$ cat config.mk
export PLATFORM = sky130hd
export DESIGN_NAME = chk_rd_pipe
export DESIGN_NICKNAME = d
export VERILOG_FILES = /design/src/rtl/chk_rd_pipe.sv
export SDC_FILE = /design/constraint.sdc
export NUM_CORES = 1
export LEC_CHECK = 0
export CORE_AREA = 2 2 39 41
export CTS_CLUSTER_SIZE = 14
export DETAILED_ROUTE_END_ITERATION = 12
export DIE_AREA = 0 0 41 43
export GPL_TIMING_DRIVEN = 0
export PLACE_DENSITY = 0.71
export SYNTH_ARGS = -nofsm -noshare
export SYNTH_HDL_FRONTEND = slang
export SYNTH_SLANG_ARGS = --single-unit
$ cat constraint.sdc
create_clock -name CLK -period 0.9 [get_ports CLK]
set_input_delay 0.09 -clock CLK [delete_from_list [all_inputs] [get_ports CLK]]
set_output_delay 0.09 -clock CLK [all_outputs]
set_load 0.01 [all_outputs]
$ cat src/rtl/chk_rd_pipe.sv
// Read-latency matching pipe for the result checker.
// Carries a valid bit and the issued word address alongside the memory read,
// so the compare sees the address whose data is arriving this cycle.
module chk_rd_pipe #(
  parameter int ADDR_W = 10,
  parameter int RD_LAT = 1
) (
  input  logic              CLK,
  input  logic              rst,
  input  logic              in_valid,
  input  logic [ADDR_W-1:0] in_addr,
  output logic              out_valid,
  output logic [ADDR_W-1:0] out_addr
);

  genvar gi;
  generate
    for (gi = 0; gi < RD_LAT; gi++) begin : g_stage
      logic              vld_reg;
      logic [ADDR_W-1:0] addr_reg;
      logic              vld_next;
      logic [ADDR_W-1:0] addr_next;

      if (gi == 0) begin : g_head
        assign vld_next  = in_valid;
        assign addr_next = in_addr;
      end else begin : g_tail
        assign vld_next  = g_stage[gi-1].vld_reg;
        assign addr_next = g_stage[gi-1].addr_reg;
      end

      // One stage of the valid/address delay line; reset empties the pipe
      always_ff @(posedge CLK) begin
        if (rst) begin
          vld_reg  <= 1'b0;
          addr_reg <= '0;
        end else begin
          vld_reg  <= vld_next;
          addr_reg <= addr_next;
        end
      end
    end
  endgenerate

  assign out_valid = g_stage[RD_LAT-1].vld_reg;
  assign out_addr  = g_stage[RD_LAT-1].addr_reg;

endmodule

==> impl_metrics.ini, run 1 <==
[synthesis]
ys_seq_area_share_pct = 65.2
synthCells = 23
synth_area_um2 = 338
ys_top_cells_by_area = dfxtp_1 (65%), nor2b_2 (21%), nor2b_4 (8.1%)
synth-edff-count = 0
yosysWarnings = 0
synth_top_cell_by_area = dfxtp_1
synth.avg_cell_area_um2 = 14.7
yosysTopAreaCellShare_pct = 65.2
ys_top_cells_by_count = dfxtp_1 (11), nor2b_2 (8), nor2b_4 (2), and2b_2 (1), buf_6 (1)
synth_seq_cells = 11
yosysUniqueCellTypes = 5
synth_nets = 36
synthArstFlopShare_pct = 0
synth.most_common_cell = dfxtp_1
synth_top_flop_cell = dfxtp_1

[final_layout]
syn_to_final_growth_pct = 70.7
drive_gt1_share_pct = 50.0
antenna_cells = 0
fin_nets = 64

[power_and_ir_drop]
peakVddDrop_v = 0.000496
power_leakage_nw = 0.254
cellPowerDensity_nw_per_um2 = 1690

[clocking]
numClockSinks = 11
cts_hold_buf = 0
cts_buffers = 3
postCtsSetupRepairBufs = 0
path_clk_slew_ns = 0.06
clk_path_buf_depth = 2
cts_tree = done
clockRootBuffer = clkbuf_4
h-tree-depth = 1

[floorplan]
rows = 14
io_pins = 24
die_w_um = 41
dieArea_um2 = 1760
start_util_pct = 24.4
core_um2 = 1380
die_h_um = 43

[critical_path]
critPathMaxStageDelay_ns = 0.31
crit_family = flip-flops
crit_fanout = 1
critPathSlowestCell = dfxtp_1
required_ns = 0.81
crit_path_start_kind = flop
crit_chain = clkdlybuf4s15_1
crit_type = flop to primary output
cp.arrival_ns = 0.79
crit_path_end_kind = primary output
path_buf_inv = 1

[drt]
route.detailed.drc = 0
first_pass_iters = 2
vias = 248
drtIter0Drc = 2
routed_via_density = 3.76
wl_um = 662
final_antenna_net_count = 0
wl_per_cell_um = 10.0

[sta]
fmax_mhz = 1140
hold_slack_ns = 0.396
fin_ws_ns = 0.0191
hold_viol = 0
relSlewSlack_pct = 91.2
rsz0062_at_grt = no
fin_crit_sh_pct = 97.9
tightest_slew_ns = 0.131
min_period_ns = 0.881
setup_violations = 0
slew_viol_final = 0

[flow_run]
max_cap_violations = 0

[placement]
pre_cts_ws_ns = -0.0359
gp_congestion = 0.558
port_buffers = 23

[global_route]
grtUsageTotal_pct = 9.07
antenna_found_initial = 0
grt-ovfl-total = 0
grt_pass1_wl_um = 993
grt_pass1_vias = 261
grt_max_degree = 11

[run_status]
status = finished clean

[hold_path]
hold_path.class = input pin to flop
placed cells by master, fill, tap and decap left out, drive strengths merged:
cell,n
nor2b,10
clkdlybuf4s15,3
buf,4
dfxtp,11
clkbuf,9
and2b,1
clkdlybuf4s50,12
state kept, by name, indices dropped and copies added, names as in the netlist:
signal     count
out_addr      10
out_valid      1
per-layer routing:
layer  part of all wire, %  vias up  GRT usage [%]
met2                    56       12           15.3
met3                   6.8        2              0
li1                      -      123              -
met4                   3.0        0           12.0
met5                     0        -              0
met1                    33      111           7.49
per-stage QoR:
step                cells  util [%]  power, W  cell area, um^2  TNS [ns]
floorplan              23         -  0.000585              338         0
global placement       62      42.5  0.000689              588    -0.269
detailed placement     62      42.5  0.000693              588    -0.430
CTS                    66      44.4   0.00100              614         0
global route           66      41.7   0.00102              577         0
finish                 66      41.7  0.000977              577         0
path summary, 6_finish.rpt:
check / startpoint / endpoint / slack (ns) / cells past startpoint
worst min-delay path: in_addr[6] / out_addr[6] / 0.40 / 2
worst max-delay path: out_addr[3] / out_addr[3] / 0.02 / 1
layout make-up:
type,instances,area (um^2)
well taps,16,20.0
flip-flops and latches,11,220
repair buffers,23,193
fillers,159,807
clock buffers,4,26.3
multi-input cells,11,106
plain buffers,1,11.3
power by group:
group | switching, W | internal [W]
logic | 0.0000457 | 0.0000931
clock network | 0.000148 | 0.000171
registers | 0.00000627 | 0.000513
logic make-up after synthesis:
group,share of synthesized area (%)
AND/OR/NAND/NOR,31.5
flip-flops,65.2
buffers and inverters,3.33
what timing repair did:
item | in CTS | in global routing
endpoints found under the setup margin | 11 | 7
resized for setup | 28 | 7
hold endpoints to repair | 0 | 0
(Power assumes the default switching activity.)
==> inputs of run 2 (changes only) <==
--- a/config.mk
+++ b/config.mk
@@ -11,6 +11,7 @@
 export DIE_AREA = 0 0 41 43
 export GPL_TIMING_DRIVEN = 0
 export PLACE_DENSITY = 0.71
+export SKIP_LAST_GASP = 1
 export SYNTH_ARGS = -nofsm -noshare
 export SYNTH_HDL_FRONTEND = slang
 export SYNTH_SLANG_ARGS = --single-unit
==> impl_metrics.ini, run 2 (same netlist as run 1, synthesis figures left out) <==
[critical_path]
required_ns = 0.81
critPathSlowestCell = dfxtp_1
cp.arrival_ns = 0.79
critPathMaxStageDelay_ns = 0.31
crit_fanout = 1
crit_family = flip-flops
crit_chain = clkdlybuf4s15_1
crit_type = flop to primary output
path_buf_inv = 1
crit_path_end_kind = primary output
crit_path_start_kind = flop

[floorplan]
dieArea_um2 = 1760
io_pins = 24
die_w_um = 41
die_h_um = 43
core_um2 = 1380
rows = 14
start_util_pct = 24.4

[global_route]
grt_pass1_wl_um = 993
grtUsageTotal_pct = 9.07
grt_pass1_vias = 261
grt_max_degree = 11
grt-ovfl-total = 0
antenna_found_initial = 0

[power_and_ir_drop]
peakVddDrop_v = 0.000496
cellPowerDensity_nw_per_um2 = 1690
comb_power_share_pct = 14.2
swShare_pct = 20.5
p_seq_share_pct = 53.1
clock_power_share_pct = 32.7
power_leakage_nw = 0.254
cellInternalPower_w = 0.000777
p_sw_w = 0.000200

[final_layout]
drive_gt1_share_pct = 50.0
antenna_cells = 0
fin_nets = 64
multi_input_area_um2 = 106
final_cells = 66
seq_area_um2 = 220
final_common_cell = clkdlybuf4s50_1
syn_to_final_growth_pct = 70.7
nFillCells = 159
mostFrequentLayoutCells = clkdlybuf4s50_1 (12), dfxtp_1 (11), nor2b_2 (8), clkbuf_2 (6), clkbuf_4 (3)
largest_register_ffs = 10

[placement]
gp_congestion = 0.558
place_inst = 62
port_buffers = 23

[drt]
route.detailed.drc = 0
final_antenna_net_count = 0
drtIter0Drc = 2
wl_per_cell_um = 10.0
wl_um = 661
first_pass_iters = 2
routed_via_density = 3.76
vias = 248

[flow_run]
max_cap_violations = 0

[sta]
setup_violations = 0
fmax_mhz = 1140
fin_crit_sh_pct = 97.9
tightest_slew_ns = 0.131
hold_viol = 0
rsz0062_at_grt = no
min_period_ns = 0.881
slew_viol_final = 0
hold_slack_ns = 0.396
relSlewSlack_pct = 91.2

[clocking]
clk_path_buf_depth = 2
cts_tree = done
cts_buffers = 3
clockRootBuffer = clkbuf_4
numClockSinks = 11
cts_hold_buf = 0
path_clk_slew_ns = 0.06
h-tree-depth = 1

[run_status]
status = finished clean

[hold_path]
hold_path.class = input pin to flop
[run 2: final timing paths]
| kind | from | end | slack [ns] | cells after the start |
|---|---|---|---|---|
| setup / recovery | out_addr[3] | out_addr[3] | 0.02 | 1 |
| hold / removal | in_addr[6] | out_addr[6] | 0.40 | 2 |
[run 2: through the flow]
step / setup TNS (ns) / setup WS [ns] / util, % / power [W] / instance area, um^2
2_1_floorplan: 0 / 0.479 / - / 0.000585 / 338
3_3_place_gp: -0.269 / -0.0291 / 42.5 / 0.000689 / 588
3_5_place_dp: -0.430 / -0.0359 / 42.5 / 0.000693 / 588
4_1_cts: -0.0276 / -0.0276 / 44.8 / 0.00101 / 619
5_1_grt: 0 / 0.000244 / 41.7 / 0.00102 / 577
6_report: 0 / 0.0191 / 41.7 / 0.000977 / 577
[run 2: area by class of cell]
cell class                 count  share of cell area (%)
sequential                    11                    38.2
timing repair buffer          23                    33.4
buffer                         1                    1.95
tap                           16                    3.47
multi-input combinational     11                    18.4
clock buffer                   4                    4.56
[run 2: power by group through the flow]
stage                     Combinational [W]  Clock, W  Sequential [W]
after floorplan                   0.0000407         0        0.000545
after global placement             0.000159         0        0.000530
after detailed placement           0.000162         0        0.000531
after CTS                          0.000151  0.000335        0.000520
after global routing               0.000150  0.000347        0.000521
final                              0.000139  0.000319        0.000519
[run 2: repair_timing]
item / CTS / global route
endpoints found under the setup margin: 11 / 8
setup buffers: 0 / 0
hold endpoints to repair: 0 / 0
gates resized for setup: 26 / 8
[run 2: routing by layer]
layer  track usage [%]  vias to the layer above  share of wire (%)
met4              12.0                        0                3.0
met2              15.3                       12                 57
met1              7.49                      111                 33
met3                 0                        2                6.8
met5                 0                        -                  0
li1                  -                      123                  -
